===== config.mk =====
export PLATFORM = sky130hd
export DESIGN_NAME = echo_corr_multi
export DESIGN_NICKNAME = d
export VERILOG_FILES = /design/src/rtl/echo_corr_multi.sv
export SDC_FILE = /design/constraint.sdc
export NUM_CORES = 1
export LEC_CHECK = 0
export CORE_ASPECT_RATIO = 1.2
export CORE_MARGIN = 2
export CORE_UTILIZATION = 65
export DETAILED_ROUTE_END_ITERATION = 8
export PLACE_DENSITY = 0.85
export SLEW_MARGIN = 10
export SYNTH_ARGS = -nofsm -noshare
export SYNTH_HDL_FRONTEND = slang
export SYNTH_SLANG_ARGS = --single-unit

===== constraint.sdc =====
create_clock -name clk_50M -period 11.25 [get_ports clk_50M]
set_clock_uncertainty 0.05 [all_clocks]
set_input_delay 1.125 -clock clk_50M [delete_from_list [all_inputs] [get_ports clk_50M]]
set_output_delay 1.125 -clock clk_50M [all_outputs]
set_load 0.005 [all_outputs]

===== src/rtl/echo_corr_multi.sv =====
// echo_corr_multi: multi-hit +/-1-coded matched-filter echo correlator.
// Reads sample_count ADC samples from a non-showahead FIFO and correlates them
// against CODE. Each echo above corr_threshold is stored as (tof, peak) in a
// MAX_HITS-deep result bank.
// Optional feature macro ECHO_CORR_ABS_EN: when defined, mag = |corr|, so
// phase-inverted echoes are detected. Otherwise only positive correlation counts.
module echo_corr_multi #(
  parameter int              DATA_W    = 12,
  parameter int              TAPS      = 13,
  parameter logic [TAPS-1:0] CODE      = 13'b1111100110101,
  parameter int              DC_OFFSET = 2048,
  parameter int              CORR_W    = 18,
  parameter int              IDX_W     = 20,
  parameter int              MAX_HITS  = 4,
  parameter int              HC_W      = 3
) (
  input  logic              clk_50M,
  input  logic              rst_n,
  input  logic              sys_start_pulse,
  input  logic [IDX_W-1:0]  sample_count,
  input  logic [CORR_W-1:0] corr_threshold,
  input  logic [DATA_W-1:0] fifo_q,
  input  logic              fifo_empty,
  output logic              fifo_rdreq,
  input  logic [HC_W-1:0]   res_sel,
  output logic [IDX_W-1:0]  res_tof,
  output logic [CORR_W-1:0] res_peak,
  output logic [HC_W-1:0]   hit_count,
  output logic              hit_overflow,
  output logic [IDX_W-1:0]  echo_tof,
  output logic [CORR_W-1:0] echo_peak,
  output logic              hit_flag,
  output logic              busy,
  output logic              processing_done
);

  typedef enum logic [1:0] {S_IDLE, S_RUN, S_DRAIN} state_t;

  localparam logic signed [DATA_W:0] DC_S = (DATA_W+1)'(DC_OFFSET);

  state_t                  state;
  logic [IDX_W-1:0]        cnt_lat;
  logic [IDX_W-1:0]        req_cnt;
  logic                    finish;

  logic                    rd_v;
  logic signed [DATA_W:0]  centred;
  logic signed [DATA_W:0]  dl [TAPS];
  logic                    sh_v;
  logic [IDX_W-1:0]        sh_idx;
  logic [IDX_W-1:0]        samp_cnt;

  logic signed [CORR_W-1:0] corr_sum;
  logic signed [CORR_W-1:0] corr;
  logic                     corr_v;
  logic [IDX_W-1:0]         corr_idx;
  logic [CORR_W-1:0]        mag;

  logic                    ev_open, ev_open_n;
  logic [CORR_W-1:0]       ev_peak, ev_peak_n;
  logic [IDX_W-1:0]        ev_idx, ev_idx_n;
  logic                    commit;
  logic [CORR_W-1:0]       com_peak;
  logic [IDX_W-1:0]        com_idx;

  logic [IDX_W-1:0]        bank_tof  [MAX_HITS];
  logic [CORR_W-1:0]       bank_peak [MAX_HITS];

  assign fifo_rdreq = (state == S_RUN) && !fifo_empty && (req_cnt < cnt_lat);
  assign finish     = (state == S_DRAIN) && !rd_v && !sh_v;
  assign centred    = $signed({1'b0, fifo_q}) - DC_S;
  assign busy       = (state != S_IDLE);
  assign hit_flag   = (hit_count != '0);
  assign echo_tof   = bank_tof[0];
  assign echo_peak  = bank_peak[0];

  // Control FSM: a start always restarts; RUN issues reads; DRAIN waits for the pipeline, then pulses done
  always_ff @(posedge clk_50M or negedge rst_n) begin
    if (!rst_n) begin
      state           <= S_IDLE;
      cnt_lat         <= '0;
      req_cnt         <= '0;
      processing_done <= 1'b0;
    end else begin
      processing_done <= 1'b0;
      if (sys_start_pulse) begin
        state   <= S_RUN;
        cnt_lat <= sample_count;
        req_cnt <= '0;
      end else begin
        case (state)
          S_IDLE: state <= S_IDLE;
          S_RUN: begin
            if (fifo_rdreq) req_cnt <= req_cnt + IDX_W'(1);
            if (req_cnt == cnt_lat) state <= S_DRAIN;
          end
          S_DRAIN: begin
            if (finish) begin
              state           <= S_IDLE;
              processing_done <= 1'b1;
            end
          end
          default: state <= S_IDLE;
        endcase
      end
    end
  end

  // Sum of the window with each tap signed by its template bit (bit 0 = newest sample)
  always_comb begin
    corr_sum = '0;
    for (int k = 0; k < TAPS; k++) begin
      if (CODE[k]) corr_sum = corr_sum + CORR_W'(dl[k]);
      else         corr_sum = corr_sum - CORR_W'(dl[k]);
    end
  end

  // Sample pipeline: capture returned FIFO data into the delay line, then register the correlation
  always_ff @(posedge clk_50M or negedge rst_n) begin
    if (!rst_n) begin
      rd_v     <= 1'b0;
      sh_v     <= 1'b0;
      sh_idx   <= '0;
      samp_cnt <= '0;
      corr_v   <= 1'b0;
      corr     <= '0;
      corr_idx <= '0;
      for (int k = 0; k < TAPS; k++) dl[k] <= '0;
    end else if (sys_start_pulse) begin
      rd_v     <= 1'b0;
      sh_v     <= 1'b0;
      sh_idx   <= '0;
      samp_cnt <= '0;
      corr_v   <= 1'b0;
      corr     <= '0;
      corr_idx <= '0;
      for (int k = 0; k < TAPS; k++) dl[k] <= '0;
    end else begin
      rd_v <= fifo_rdreq;
      sh_v <= rd_v;
      if (rd_v) begin
        dl[0] <= centred;
        for (int k = 1; k < TAPS; k++) dl[k] <= dl[k-1];
        sh_idx   <= samp_cnt;
        samp_cnt <= samp_cnt + IDX_W'(1);
      end
      corr_v <= sh_v && (sh_idx >= IDX_W'(TAPS-1));
      if (sh_v) begin
        corr     <= corr_sum;
        corr_idx <= sh_idx;
      end
    end
  end

  // Magnitude selection and next-state of the open event, including the forced commit at end of drain
  always_comb begin
`ifdef ECHO_CORR_ABS_EN
    mag = corr[CORR_W-1] ? $unsigned(-corr) : $unsigned(corr);
`else
    mag = (!corr[CORR_W-1] && (corr != '0)) ? $unsigned(corr) : '0;
`endif
    ev_open_n = ev_open;
    ev_peak_n = ev_peak;
    ev_idx_n  = ev_idx;
    commit    = 1'b0;
    com_peak  = ev_peak;
    com_idx   = ev_idx;
    if (corr_v) begin
      if (mag >= corr_threshold) begin
        if (!ev_open) begin
          ev_open_n = 1'b1;
          ev_peak_n = mag;
          ev_idx_n  = corr_idx;
        end else if (mag > ev_peak) begin
          ev_peak_n = mag;
          ev_idx_n  = corr_idx;
        end
      end else if (ev_open) begin
        commit    = 1'b1;
        ev_open_n = 1'b0;
      end
    end
    if (finish && ev_open_n) begin
      commit    = 1'b1;
      com_peak  = ev_peak_n;
      com_idx   = ev_idx_n;
      ev_open_n = 1'b0;
    end
  end

  // Event registers and result bank; a commit into a full bank only raises the sticky overflow
  always_ff @(posedge clk_50M or negedge rst_n) begin
    if (!rst_n) begin
      ev_open      <= 1'b0;
      ev_peak      <= '0;
      ev_idx       <= '0;
      hit_count    <= '0;
      hit_overflow <= 1'b0;
      for (int i = 0; i < MAX_HITS; i++) begin
        bank_tof[i]  <= '0;
        bank_peak[i] <= '0;
      end
    end else if (sys_start_pulse) begin
      ev_open      <= 1'b0;
      ev_peak      <= '0;
      ev_idx       <= '0;
      hit_count    <= '0;
      hit_overflow <= 1'b0;
      for (int i = 0; i < MAX_HITS; i++) begin
        bank_tof[i]  <= '0;
        bank_peak[i] <= '0;
      end
    end else begin
      ev_open <= ev_open_n;
      ev_peak <= ev_peak_n;
      ev_idx  <= ev_idx_n;
      if (commit) begin
        if (hit_count < HC_W'(MAX_HITS)) begin
          for (int i = 0; i < MAX_HITS; i++) begin
            if (HC_W'(i) == hit_count) begin
              bank_tof[i]  <= com_idx;
              bank_peak[i] <= com_peak;
            end
          end
          hit_count <= hit_count + HC_W'(1);
        end else begin
          hit_overflow <= 1'b1;
        end
      end
    end
  end

  // Result read port; unfilled slots read as zero
  always_comb begin
    res_tof  = '0;
    res_peak = '0;
    for (int i = 0; i < MAX_HITS; i++) begin
      if ((HC_W'(i) == res_sel) && (res_sel < hit_count)) begin
        res_tof  = bank_tof[i];
        res_peak = bank_peak[i];
      end
    end
  end

endmodule


# After elaboration in Yosys (flattened, before gate mapping)
# Index checks and enable logic that the tools add are counted.
# Widths: inputs -> output; s select.
[word_totals]
elab_cells = 181
reg_bits = 488
out_inout_bits = 84
[op_classes]
n_mux = 72
addsub = 16
magnitude_cmp = 6
reduce_logical = 38
eq_ne = 12
[ops]
columns = ["cell", "count"]
rows = [
  ["$mux 20", 23],
  ["$mux 169", 2],
  ["$mux 18", 17],
  ["$mux 80", 3],
  ["$mux 72", 3],
  ["$add 18x13->18", 5],
  ["$add 20x1->20 const B", 2],
  ["$sub 18x13->18", 2],
  ["$reduce_bool 2->1", 11],
  ["$eq 20x20->1", 1],
  ["$ge 20x4->1 const B", 1],
  ["$lt 20x20->1", 1],
  ["$add 17x13->18", 1],
  ["$ge 18x18->1", 1],
  ["$gt 18x18->1", 1],
  ["$reduce_bool 18->1", 1],
  ["$add 16x13->17", 1],
  ["$mux 1", 17],
  ["$sub 15x13->16", 1],
  ["$add 14x13->15", 1],
  ["$sub 13x13->14", 1],
  ["$sub 12x12->13 const B", 1],
  ["$eq 2x3->1 const A", 4],
  ["$reduce_and 3->1", 4],
  ["other kinds (17)", 39],
]

# Logic depth before layout (Yosys ltp)
[logic_depth]
depth_word = 14
ltp_mapped = 19

# Worst setup path after synthesis
# Ideal clock, no wire load.
[synth_timing]
path_kind = "reg2reg"
startpoint = "reg dl[15] (netlist name)"
endpoint = "reg corr[16]"
path_stages_with_launch = 19
path_buffers = 0
slack_ps = 6166
setup_time_ps = 145
t_arrival_ps = 4889
path_cell_list = "dfrtp_1 > inv_1 > fa_1 > inv_1 > fa_1 > fa_1 > fa_1 > inv_1 > fa_1 > inv_1 > ha_1 > fa_1 > a211o_1 > o211ai_1 > a211oi_1 > nor3_1 > o41ai_1 > nand3_1 > o221ai_1"
[synth_between]
elab_chain_cells = 4
[synth_rtl]
columns = ["element", "line_no", "rtl"]
rows = [
  ["start: declaration", "48", "logic signed [DATA_W:0] dl [TAPS];"],
  ["$add 18x13->18 (2 in series)", "113", "if (CODE[k]) corr_sum = corr_sum + CORR_W'(dl[k]);"],
  ["$mux 18", "148", "if (sh_v) begin"],
  ["$mux 18", "129", "end else if (sys_start_pulse) begin"],
  ["end signal: assignment", "149", "corr <= corr_sum;"],
  ["end: declaration", "54", "logic signed [CORR_W-1:0] corr;"],
]
# No other way between the ends. The select of a mux whose other input is x is not followed.
# A chain may end at the register's enable or synchronous reset.

# Worst setup path after layout
# Ends and elaborated chain as after synthesis.

==> results.toml <==
[timing]
fmax_mhz = 187
min_period_over_period = 0.476
relSlewSlack = 0.232
tightestPinTransition_ns = 1.15
whs_ns = 0.446
rsz0062_at_grt = "no"
drv_slew = 0
finalSetupTns_ns = 0
final-hold-violation-count = 0
finalSetupViolCount = 0
fin_crit_ns = 5.35

[logic_synthesis]
synth_seq_cells = 475
ys.flop_type = "dfrtp_1"
synthTopCellsByArea = "dfrtp_1 (42%), mux2i_1 (10%), fa_1 (9.9%)"
synth_warnings = 0
syn-cell-area_um2 = 28200
synth_cell_types = 68
yosys.area.top_type = "dfrtp_1"
syn_area_per_cell_um2 = 10.6
yosysSeqAreaShare = 0.421
async_flop_share = 1.00
postSynthCellCount = 2673
synth_top_area_share = 0.421
synth_edf_count = 0

[floorplanning]
die_area_um2 = 45100
num_rows = 83
ioPinCount = 141
core_area_um2 = 42800
die_h_um = 232
start_util = 0.659
die_w_um = 194

[setup_path]
arrival_ns = 5.73
slowest_stage = "fa_1"
critPathLaunchType = "flop"
critPathKind = "reg -> reg"
worstPathMaxFanout = 4
crit_family = "adder cells"
worst-path-buf-inv = 4
worstPathRequired_ns = 11.63
reg2reg_setup_slack_ns = 5.90
critPathMaxStageDelay_ns = 0.54
cp-end-kind = "flop"
path_cells = "inv_1, fa_1, inv_1, fa_1, fa_1, fa_1, inv_1, fa_1, inv_1, ha_1, fa_1, a211o_1, o211ai_1, a211oi_1, nor3_1, o41ai_1, nand3_1, o221ai_1"
cp_common_cell = "fa_1"

[final_layout]
diodes = 0
layout-drive-gt1-share = 0.0808
seqCellArea_um2 = 11900
fillCellCount = 2782
area_growth_pct = 10.8
fin_nets = 2969
multi_input_area_um2 = 14100

[grt]
antenna_found_initial = 0
grt_remaining_overflow = 0
grt_usage = 0.305
grt_pass1_wl_mm = 111
grt_pass1_vias = 21700
grt_max_degree = 153

[clock_tree]
ctsResizeCount = 0
cts_tree = "yes"
cts_setup_buffers = 0
root_buffer = "clkbuf_16"
clkLatencyLatePin_ns = 0.60
clock_tree.buffer_depth = 3
path_clk_slew_ns = 0.06
cts_sinks = 475
h-tree-depth = 2
cts_hold_buf = 0
cts_buffers = 48

[power]
ir_drop_mv = 0.166
p_leak_nw = 13.5
powerDensity_nw_per_um2 = 123

[drt]
viasPerCell = 6.32
postRouteAntennaNets = 0
drc_errors = 0
routedWlPerCell_um = 20.5
vias = 20700
drt_iter0_drc = 1961
dr.pass1.iters = 6
wl_mm = 67.1

[hold_path]
hold_path_class = "reg -> reg"

[placed_design]
gp_congestion = 0.871
numPortBuffers = 140
dp.final_hpwl_mm = 43.6

[run]
drv_cap = 0

[outcome]
status = "finished, final reports clean"
-- worst paths after layout --
check                      cells past startpoint                  endpoint                      from
setup reg to reg                              18      corr[16]$_DFFE_PN0P_        dl[15]$_DFFE_PN0P_
setup / recovery                              18      corr[16]$_DFFE_PN0P_        dl[15]$_DFFE_PN0P_
max in group asynchronous                      2            rd_v$_DFF_PN0_                     rst_n
hold reg to reg                                1  hit_overflow$_DFFE_PN0P_  hit_overflow$_DFFE_PN0P_
hold / removal                                 1  hit_overflow$_DFFE_PN0P_  hit_overflow$_DFFE_PN0P_
min in group asynchronous                      1    cnt_lat[6]$_DFFE_PN0P_                     rst_n
-- stage by stage --
step / setup slack (ns) / cell area [um2] / power (W) / utilization / instances
after global placement: 5.95 / 29600 / 0.00214 / 0.691 / 3188
final: 5.90 / 31200 / 0.00384 / 0.730 / 3276
after CTS: 5.88 / 31200 / 0.00385 / 0.730 / 3276
after detailed placement: 5.90 / 29600 / 0.00216 / 0.691 / 3188
after global routing: 5.56 / 31200 / 0.00396 / 0.730 / 3276
after floorplan: 6.17 / 28200 / 0.00202 / - / 2674
-- routing by layer --
metal / vias up / share of wire / global-route usage
met5: - / 0 / 0
met4: 0 / 0.042 / 0.145
met3: 223 / 0.069 / 0.0492
met2: 955 / 0.50 / 0.522
met1: 10400 / 0.39 / 0.381
li1: 9103 / - / -
-- placed cells by master (no fill, tap or decap), drive strengths merged, types with 8 or more instances in the layout --
| master | count |
|---|---|
| a21o | 13 |
| nand3 | 19 |
| dfrtp | 475 |
| nand2 | 166 |
| o221ai | 111 |
| mux2i | 289 |
| o41ai | 11 |
| a21oi | 37 |
| o22ai | 38 |
| inv | 344 |
| xnor2 | 14 |
| o311ai | 11 |
| nor3 | 11 |
| ha | 86 |
| or3 | 12 |
| o21ai | 112 |
| and2 | 10 |
| o211ai | 39 |
| or2 | 16 |
| fa | 140 |
| xor2 | 14 |
| nor2 | 293 |
| a211oi | 8 |
| buf | 29 |
| clkdlybuf4s50 | 136 |
| o31ai | 10 |
| or4 | 8 |
| nor2b | 51 |
| clkbuf | 67 |
| clkinv | 13 |
| o21a | 8 |
| and3 | 8 |
| nand4 | 24 |
| mux4 | 38 |
-- Yosys cell counts (all sizes together), types with 3 or more instances --
library cell  instances
or3                  12
dfrtp               475
clkbuf              114
a31o                  3
a211oi                8
fa                  140
nand2b                7
o311ai               11
o221ai              111
a211o                 5
o21ai               112
nor2                293
a311oi                4
o31ai                10
a31oi                 6
a21o                 13
or4                   8
ha                   86
nor3                 11
nor4                  7
mux2i               289
o21a                  8
nand4                24
and2                 10
nor2b                51
o22ai                38
or2                  16
nand3                19
nand2               166
xor2                 14
and3                  8
buf                  89
o41ai                11
inv                 342
a21oi                37
mux4                 38
xnor2                14
o211ai               39
-- cells by family (layout without fill, tap and decap cells) --
kind of cell | after synthesis | count (layout) | share of synthesized area
AOI/OAI and AO/OA | 429 | 429 | 0.116
xor gates and xnor gates | 28 | 28 | 0.00870
DFF | 475 | 475 | 0.421
and+or+nand+nor | 639 | 639 | 0.101
adders and majority gates | 226 | 226 | 0.138
muxes | 329 | 329 | 0.134
other | 1 | 2 | 0.000133
buffers and inverters | 546 | 596 | 0.0816
-- worst register-to-register path: stages, from the launching register on --
cell and delay (ns):
dfrtp_1 0.37, inv_1 0.07, fa_1 0.53, inv_1 0.05
fa_1 0.50, fa_1 0.51, fa_1 0.54, inv_1 0.05
fa_1 0.53, inv_1 0.04, ha_1 0.24, fa_1 0.43
a211o_1 0.31, o211ai_1 0.16, a211oi_1 0.16, nor3_1 0.31
o41ai_1 0.14, nand3_1 0.09, o221ai_1 0.11
-- final cells by class --
cell class | instances | share of cell area
clock buffer | 67 | 0.0446
inverter | 343 | 0.0413
timing repair buffer | 165 | 0.0513
clock inverter | 21 | 0.00933
multi-input combinational | 1653 | 0.451
sequential | 475 | 0.381
tap | 552 | 0.0221
-- report_power, final --
part           leakage [nW]  switching, W  internal, W
clock                 0.835      0.000702      0.00101
combinational          6.04      0.000242     0.000143
sequential             6.58     0.0000188      0.00172
-- flip-flops by register name (all words and copies together), names as in the netlist, 3 cells and up --
signal and flops:
dl 156, bank_tof 60, bank_peak 54, cnt_lat 20
corr_idx 20, echo_tof 20, ev_idx 20, req_cnt 20
samp_cnt 20, sh_idx 20, corr 18, echo_peak 18
ev_peak 18, hit_count 3
Note: power is estimated with default switching activity, not from simulation.
